==> config.mk <==
export PLATFORM = sky130hd
export DESIGN_NAME = tick_divider_chain
export DESIGN_NICKNAME = d
export VERILOG_FILES = /design/src/rtl/tick_divider_chain.sv
export SDC_FILE = /design/constraint.sdc
export NUM_CORES = 1
export LEC_CHECK = 0
export CAP_MARGIN = 20
export CORE_AREA = 2 2 71 73
export DETAILED_ROUTE_END_ITERATION = 12
export DIE_AREA = 0 0 73 75
export DONT_BUFFER_PORTS = 1
export PLACE_DENSITY = 0.73
export SLEW_MARGIN = 20
export SYNTH_ARGS = -nofsm -noshare
export SYNTH_HDL_FRONTEND = slang
export SYNTH_SLANG_ARGS = --single-unit
==> constraint.sdc <==
create_clock -name CLK -period 2.45 [get_ports CLK]
set_input_delay 0.245 -clock CLK [delete_from_list [all_inputs] [get_ports CLK]]
set_output_delay 0.245 -clock CLK [all_outputs]
set_load 0.03 [all_outputs]
==> src/rtl/tick_divider_chain.sv <==
// Prescaler plus a cascade of equal modulo stages; emits per-stage clock-enable ticks,
// square waves, and one runtime-selected tick/square pair, all in the CLK domain.
module tick_divider_chain #(
  parameter int unsigned PRESCALE  = 50,
  parameter int unsigned STAGE_DIV = 10,
  parameter int unsigned STAGES    = 7,
  parameter int unsigned SELW      = 3
) (
  input  logic              CLK,
  input  logic              RST,
  input  logic              EN,
  input  logic              CLR,
  input  logic [SELW-1:0]   SEL,
  output logic [STAGES-1:0] tick,
  output logic [STAGES-1:0] sq,
  output logic              tick_sel,
  output logic              sq_sel
);

  localparam int unsigned W0 = $clog2(PRESCALE);
  localparam int unsigned WK = $clog2(STAGE_DIV);

  localparam logic [W0-1:0] Max0  = W0'(PRESCALE - 1);
  localparam logic [W0-1:0] Half0 = W0'(PRESCALE / 2);
  localparam logic [WK-1:0] MaxK  = WK'(STAGE_DIV - 1);
  localparam logic [WK-1:0] HalfK = WK'(STAGE_DIV / 2);

  logic              clear;
  logic [STAGES-1:0] tc;      // stage counter at terminal value
  logic [STAGES-1:0] wrap;
  logic [STAGES-1:0] sq_d;
  logic [STAGES-1:0] tick_q;
  logic [STAGES-1:0] sq_q;
  logic              tick_sel_d, tick_sel_q;
  logic              sq_sel_d, sq_sel_q;
  logic [W0-1:0]     cnt0_q, cnt0_d;

  assign clear = RST | CLR;

  // Wrap of stage k needs every lower stage at terminal count in the same cycle.
  for (genvar k = 0; k < STAGES; k++) begin : g_wrap
    assign wrap[k] = EN & (&tc[k:0]);
  end

  assign tc[0] = (cnt0_q == Max0);

  always_comb begin
    cnt0_d = cnt0_q;
    if (wrap[0]) begin
      cnt0_d = '0;
    end else if (EN) begin
      cnt0_d = cnt0_q + W0'(1);
    end
  end

  assign sq_d[0] = (cnt0_d >= Half0);

  always_ff @(posedge CLK) begin
    if (clear) begin
      cnt0_q <= '0;
    end else begin
      cnt0_q <= cnt0_d;
    end
  end

  for (genvar k = 1; k < STAGES; k++) begin : g_stage
    logic [WK-1:0] cnt_q, cnt_d;

    assign tc[k] = (cnt_q == MaxK);

    always_comb begin
      cnt_d = cnt_q;
      if (wrap[k]) begin
        cnt_d = '0;
      end else if (wrap[k-1]) begin
        cnt_d = cnt_q + WK'(1);
      end
    end

    assign sq_d[k] = (cnt_d >= HalfK);

    always_ff @(posedge CLK) begin
      if (clear) begin
        cnt_q <= '0;
      end else begin
        cnt_q <= cnt_d;
      end
    end
  end

  // Select from next-state values so the selected outputs line up with tick/sq.
  always_comb begin
    tick_sel_d = 1'b0;
    sq_sel_d   = 1'b0;
    for (int k = 0; k < STAGES; k++) begin
      if (SEL == SELW'(k)) begin
        tick_sel_d = wrap[k];
        sq_sel_d   = sq_d[k];
      end
    end
  end

  always_ff @(posedge CLK) begin
    if (clear) begin
      tick_q     <= '0;
      sq_q       <= '0;
      tick_sel_q <= 1'b0;
      sq_sel_q   <= 1'b0;
    end else begin
      tick_q     <= wrap;
      sq_q       <= sq_d;
      tick_sel_q <= tick_sel_d;
      sq_sel_q   <= sq_sel_d;
    end
  end

  assign tick     = tick_q;
  assign sq       = sq_q;
  assign tick_sel = tick_sel_q;
  assign sq_sel   = sq_sel_q;

endmodule
==> results of run 1 <==
-- worst register-to-register path: stages (launching register included) --
cell     delay [ns]
dfxtp_2        0.33
inv_2          0.07
ha_4           0.11
nand4_1        0.21
buf_4          0.23
nor4_4         0.31
buf_4          0.18
nand3_2        0.08
mux2i_1        0.16
o31a_1         0.28
o21a_1         0.18
o31ai_2        0.21
-- through the flow --
stage / hold WS [ns] / area [sq um]
after floorplan: 0.448 / 2570
after global placement: 0.401 / 2740
after detailed placement: 0.414 / 2740
after CTS: 0.0997 / 2860
after global routing: 0.101 / 3000
final: 0.100 / 3000
-- worst max-delay path by stage --
stage / start / endpoint / slack [ns] / cells after the start
floorplan: g_stage[2].cnt_q[0]$_SDFF_PP0_ / sq_sel$_SDFF_PP0_ / 0.01 / 9
global placement: cnt0_q[1]$_SDFF_PP0_ / sq_sel$_SDFF_PP0_ / 0.1 / 9
detailed placement: cnt0_q[1]$_SDFF_PP0_ / sq_sel$_SDFF_PP0_ / 0.03 / 9
CTS: g_stage[2].cnt_q[0]$_SDFF_PP0_ / g_stage[6].cnt_q[3]$_SDFF_PP0_ / 0.02 / 9
global route: cnt0_q[1]$_SDFF_PP0_ / sq_sel$_SDFF_PP0_ / -0.03 / 11
finish: cnt0_q[1]$_SDFF_PP0_ / sq_sel$_SDFF_PP0_ / 0.03 / 11
-- power breakdown --
group	internal [mW]	total [mW]	switching, mW
Sequential	0.748	0.752	0.00353
Combinational	0.0179	0.0418	0.0239
Clock	0.304	0.562	0.258
-- timing repair --
| item | CTS | global route |
|---|---|---|
| setup buffers | 2 | 9 |
| pin swaps | 0 | 10 |
| setup endpoints to repair | 1 | 4 |
| resized for setup | 0 | 21 |
| gates cloned | 0 | 1 |
-- flip-flops by register name, indices dropped and copies added (netlist names) --
signal,flops
sq_sel,1
sq,7
cnt0_q,6
tick_sel,1
tick,7
g_stage.cnt_q,24
-- final cells by class --
cell class | count | area (sq um)
Sequential cell | 46 | 928
Tap cell | 54 | 67.6
Clock buffer | 6 | 72.6
Clock inverter | 2 | 37.5
Timing Repair Buffer | 38 | 283
Fill cell | 395 | 1660
Inverter | 15 | 56.3
Multi-Input combinational cell | 239 | 1550
-- cell families (layout without fill, tap and decap cells) --
group,count (synthesis),count (layout),synth area share
mux,7,7,0.0283
xor+xnor,8,8,0.0273
flops,46,46,0.359
buf+inv,33,61,0.0571
compound gates,68,68,0.175
fa+ha+maj,14,14,0.0683
simple gates,142,142,0.285
-- layer usage --
| metal | share of wire | up-vias |
|---|---|---|
| li1 | - | 1186 |
| met1 | 0.47 | 1101 |
| met2 | 0.47 | 48 |
| met3 | 0.040 | 9 |
| met4 | 0.014 | 0 |
| met5 | 0 | - |
-- Yosys cell counts, types with 2 or more instances --
cell type and instances:
nand4b_1 2, a21oi_1 23, xor2_1 3, clkbuf_1 10
a211oi_1 3, or4_1 2, nand3_1 14, nand2_1 20
a31oi_1 3, dfxtp_1 46, o221ai_1 2, buf_2 6
ha_1 14, mux2i_1 5, nand2b_1 2, and3b_1 3
and3_1 5, a22o_1 2, or3_1 3, nor2_1 49
o31ai_1 2, a211o_1 2, nand4_1 2, buf_6 2
o31a_1 2, o21ai_0 14, mux2_2 2, and2_1 3
nand3b_1 7, inv_1 15, nor3_1 17, or2_2 2
xnor2_1 5
==> impl_metrics.tcl, run 1 <==
set metrics [dict create \
    ys.flop_type "dfxtp_1" \
    p_leak_nw 1.11 \
    antenna_found_initial 0 \
    clk_pin_slew_worst_paths_ns 0.08 \
    h-tree-depth 2 \
    place_inst 380 \
    crit_required_ns 2.67 \
    synth_top_cell_by_area "dfxtp_1" \
    synth-edff-count 0 \
    worstPathArrival_ns 2.64 \
    seq_area_frac_synth 0.359 \
    busiest_layer "met2" \
    grt_max_degree 24 \
    use_met2 0.349 \
    slowest_delay_ns 0.33 \
    worstReg2RegStart "cnt0_q[1]$_SDFF_PP0_" \
    cp_num_buf_inv 3 \
    timing.final.crit_period_ns 2.42 \
    yosys_register_bits 46 \
    routedWlPerCell_um 14.4 \
    die_h_um 75 \
    worstMarginPinSlew_ns 0.576 \
    critPathSlowestCell "dfxtp_2" \
    path_cells "inv_2 > ha_4 > nand4_1 > buf_4 > nor4_4 > buf_4 > nand3_2 > mux2i_1 > o31a_1 > o21a_1 > o31ai_2" \
    max_slew_margin 0.615 \
    drc 0 \
    critical-path-top-delay-family "compound AO/OA/AOI/OAI gates" \
    cts_tree "built" \
    status "finished, final reports clean" \
    synth_top_cell_area_share 0.359 \
    use_met3 0.0509 \
    grt_pass1_vias 2000 \
    reg2reg_depth 11 \
    tns_ns 0 \
    end_kind "flop" \
    cts_made_buffers 5 \
    dr.pass1.iters 4 \
    p_total_mw 1.36 \
    syn2layout_area_growth_pct 17.0 \
    syn-num-nets 339 \
    period_share 0.987 \
    drv_cap 0 \
    coreArea_sq_um 4660 \
    wl_um 5770 \
    syn_avg_cell_area_sq_um 8.06 \
    vias_per_cell 5.86 \
    hold_class "primary input to flop" \
    ctsRootBufferMaster "clkbuf_8" \
    synth_area_leaders "dfxtp_1 (36%), nor2_1 (7.2%), ha_1 (6.8%), a21oi_1 (4.5%), nor3_1 (3.3%)" \
    dp_hpwl_um 4060 \
    drive_gt1_frac 0.202 \
    timing.final.ws_setup_ns 0.0316 \
    start_util 0.550 \
    crit_top_cell "buf_4" \
    syn_area_sq_um 2560 \
    dieArea_sq_um 5480 \
    grt_use_met1 0.262 \
    cts_hold_buf 0 \
    grt_overflow 0 \
    crit_type "flop to flop" \
    hold_depth 2 \
    synth_cells 318 \
    ioPinCount 23 \
    rsz0062_at_grt "true" \
    report.final.slew_viol_count 0 \
    whs_endpoint "cnt0_q[0]$_SDFF_PP0_" \
    synth-async-reset-ratio 0 \
    startpoint_type "flop" \
    final_common_cell "nor2_1" \
    clock_path_buffers 2 \
    instances_no_fill 400 \
    finalClockSkew_ns 0.00883 \
    ys_warn_count 0 \
    synthDistinctLibCells 59 \
    r2r_end "sq_sel$_SDFF_PP0_" \
    powerDensity_nw_per_um2 452 \
    rows 25 \
    routabilityCongestion 0.836 \
    finalSetupViolCount 0 \
    vdd_drop_max_mv 0.274 \
    final_cell_mix "nor2_1 (48), dfxtp_1 (42), buf_4 (37)" \
    via_count 2344 \
    portBuffers 0 \
    ff2ff_setup_slack_ns 0.03 \
    track_usage 0.209 \
    final_antenna_net_count 0 \
    hold_start "EN" \
    grt_pass1_wl_um 8910 \
    drt_iter0_drc 148 \
    critPathMaxFanout 6 \
    cts.sinks 46 \
    preCtsSetupSlack_ns 0.0259 \
    die-width_um 73 \
    hold_violations 0 \
    fin_util 0.643 \
    diodes 0 \
    final_nets 366 \
    fmax_ghz 0.413 \
    clk_latency_ns 0.30 \
]
No activity file was read; power rests on OpenSTA's default activity.
==> run 2: changes to the inputs <==
--- a/config.mk
+++ b/config.mk
@@ -7,6 +7,7 @@
 export LEC_CHECK = 0
 export CAP_MARGIN = 20
 export CORE_AREA = 2 2 71 73
+export CTS_BUF_LIST = sky130_fd_sc_hd__clkbuf_16
 export DETAILED_ROUTE_END_ITERATION = 12
 export DIE_AREA = 0 0 73 75
 export DONT_BUFFER_PORTS = 1
==> run 2 against run 1 <==
Clock skew down 0.0050 ns. Largest power group is now clock. Routed wire length decreased by 2.8%. Hold slack improved by 0.016 ns. Critical path type unchanged. Critical path depth fell by 1. Sequential power hardly changed. Fmax grew 1.7%. Core utilization down 0.13 points. Worst setup slack better by 0.041 ns. Die area did not move. Cell area is 0.21% lower. Global-route usage increased by 0.28 points.
==> impl_metrics.tcl, run 2 (same netlist as run 1, synthesis figures left out) <==
set metrics [dict create \
    pwr-share-clk 0.488 \
    seq_power_share 0.486 \
    diodes 0 \
    syn2layout_area_growth_pct 16.7 \
    crit_required_ns 2.65 \
    worstPathArrival_ns 2.58 \
    hold_violations 0 \
    max_slew_margin 0.672 \
    via_count 2333 \
    dp_hpwl_um 4060 \
    status "finished, final reports clean" \
    worstReg2RegStart "cnt0_q[1]$_SDFF_PP0_" \
    p_int_mw 1.24 \
    grt_overflow 0 \
    drt_iter0_drc 130 \
    cts_made_buffers 5 \
    end_kind "flop" \
    worstMarginPinSlew_ns 0.490 \
    ctsRootBufferMaster "clkbuf_16" \
    drive_gt1_frac 0.174 \
    powerDensity_nw_per_um2 517 \
    place_inst 380 \
    dieArea_sq_um 5480 \
    cts.sinks 46 \
    hold_ws_ns 0.117 \
    portBuffers 0 \
    cts_hold_buf 0 \
    drc 0 \
    startpoint_type "flop" \
    slowest_delay_ns 0.51 \
    final_cell_mix "nor2_1 (49), dfxtp_1 (43), buf_4 (31)" \
    rows 25 \
    cts_tree "built" \
    vias_per_cell 5.92 \
    grt_pass1_wl_um 9090 \
    final_antenna_net_count 0 \
    vdd_drop_max_mv 0.283 \
    critical-path-top-delay-family "simple AND/OR/NAND/NOR gates" \
    routedWlPerCell_um 14.2 \
    grt_max_degree 24 \
    die_h_um 75 \
    hold_start "EN" \
    final_common_cell "nor2_1" \
    timing.final.crit_period_ns 2.38 \
    ff2ff_setup_slack_ns 0.07 \
    start_util 0.550 \
    hold_class "primary input to flop" \
    instances_no_fill 394 \
    dr.pass1.iters 4 \
    drv_cap 0 \
    track_usage 0.212 \
    wl_um 5610 \
    die-width_um 73 \
    comb_power_share 0.026 \
    h-tree-depth 2 \
    report.final.slew_viol_count 0 \
    cp-startpoint "cnt0_q[1]$_SDFF_PP0_" \
    clk_latency_ns 0.28 \
    p_leak_nw 1.11 \
    p_sw_mw 0.304 \
    coreArea_sq_um 4660 \
    crit_type "flop to flop" \
    fmax_ghz 0.421 \
    clock_path_buffers 2 \
    final_nets 360 \
    path_cells "inv_1 > ha_1 > nand4_1 > buf_4 > or4_4 > or4b_4 > nand3_4 > o21ai_2 > o311a_1 > o31ai_2" \
    routabilityCongestion 0.836 \
    regMostFlops "g_stage.cnt_q" \
    period_share 0.970 \
    grt_pass1_vias 2047 \
    critPathSlowestCell "or4b_4" \
    antenna_found_initial 0 \
    clk_pin_slew_worst_paths_ns 0.06 \
    largest_reg_flops 24 \
    power_switching_share 0.197 \
    cp_num_buf_inv 2 \
    critPathMaxFanout 4 \
    finalSetupViolCount 0 \
    ioPinCount 23 \
    finalClockSkew_ns 0.00382 \
]
run 2: cell types whose count changed in the layout (fill, tap and decap cells not counted), moves of 2 or more:
cell | previous run | this run
clkbuf_16 | 0 | 5
clkbuf_8 | 5 | 0
buf_4 | 37 | 31
inv_1 | 14 | 16
o21ai_1 | 3 | 1
run 2: routing by layer:
metal  part of all wire  wire length, um  vias up  GRT usage
met1               0.46             2610     1102      0.265
met4             0.0066               37        0     0.0720
li1                   -                -     1181          -
met5                  0                0        -          0
met3              0.043              244        4     0.0549
met2               0.48             2720       46      0.355
run 2: final timing paths:
kind,end,depth (start not counted)
worst min register to register,g_stage[1].cnt_q[1]$_SDFF_PP0_,2
worst min-delay path,cnt0_q[0]$_SDFF_PP0_,2
worst max-delay path,sq_sel$_SDFF_PP0_,10
worst max register to register,sq_sel$_SDFF_PP0_,10
run 2: power by group through the flow:
stage                     registers, mW  logic [mW]  clock network [mW]
after floorplan                   0.770      0.0375                   0
after global placement            0.770      0.0387                   0
after detailed placement          0.770      0.0395                   0
after CTS                         0.753      0.0397               0.766
after global routing              0.752      0.0445               0.805
final                             0.752      0.0398               0.755
run 2: per-stage QoR:
step	total power [mW]	TNS [ns]	setup slack, ns	utilization	instance area [sq um]
2_1_floorplan	0.808	0	0.0148	-	2570
3_3_place_gp	0.809	0	0.0961	0.588	2740
3_5_place_dp	0.809	0	0.0259	0.588	2740
4_1_cts	1.56	0	0.00240	0.623	2910
5_1_grt	1.60	-0.0309	-0.0309	0.642	2990
6_report	1.55	0	0.0726	0.642	2990
run 2: worst reg2reg max path: stages (launching register included):
cell and delay, ns:
dfxtp_1 0.31, inv_1 0.07, ha_1 0.13, nand4_1 0.13, buf_4 0.19, or4_4 0.48
or4b_4 0.51, nand3_4 0.11, o21ai_2 0.07, o311a_1 0.13, o31ai_2 0.17
run 2: cell type report:
cell class / count / area [sq um]
repair buffers: 32 / 244
fillers: 397 / 1670
flip-flops and latches: 46 / 927
clock buffers: 5 / 125
inverters: 15 / 56.3
clock inverters: 3 / 41.3
multi-input cells: 239 / 1530
well taps: 54 / 67.6
run 2: repair_timing:
| action | 4_1_cts | 5_1_grt |
|---|---|---|
| endpoints found under the setup margin | 0 | 4 |
| resized for setup | 0 | 13 |
| buffers inserted | 0 | 6 |
| hold endpoints to repair | 0 | 0 |
==> run 3: changes to the inputs <==
--- a/config.mk
+++ b/config.mk
@@ -16,3 +16,4 @@
 export SYNTH_ARGS = -nofsm -noshare
 export SYNTH_HDL_FRONTEND = slang
 export SYNTH_SLANG_ARGS = --single-unit
+export TNS_END_PERCENT = 5
==> results of run 3 <==
No change in the layout: final DEF, timing and power equal those of run 2.
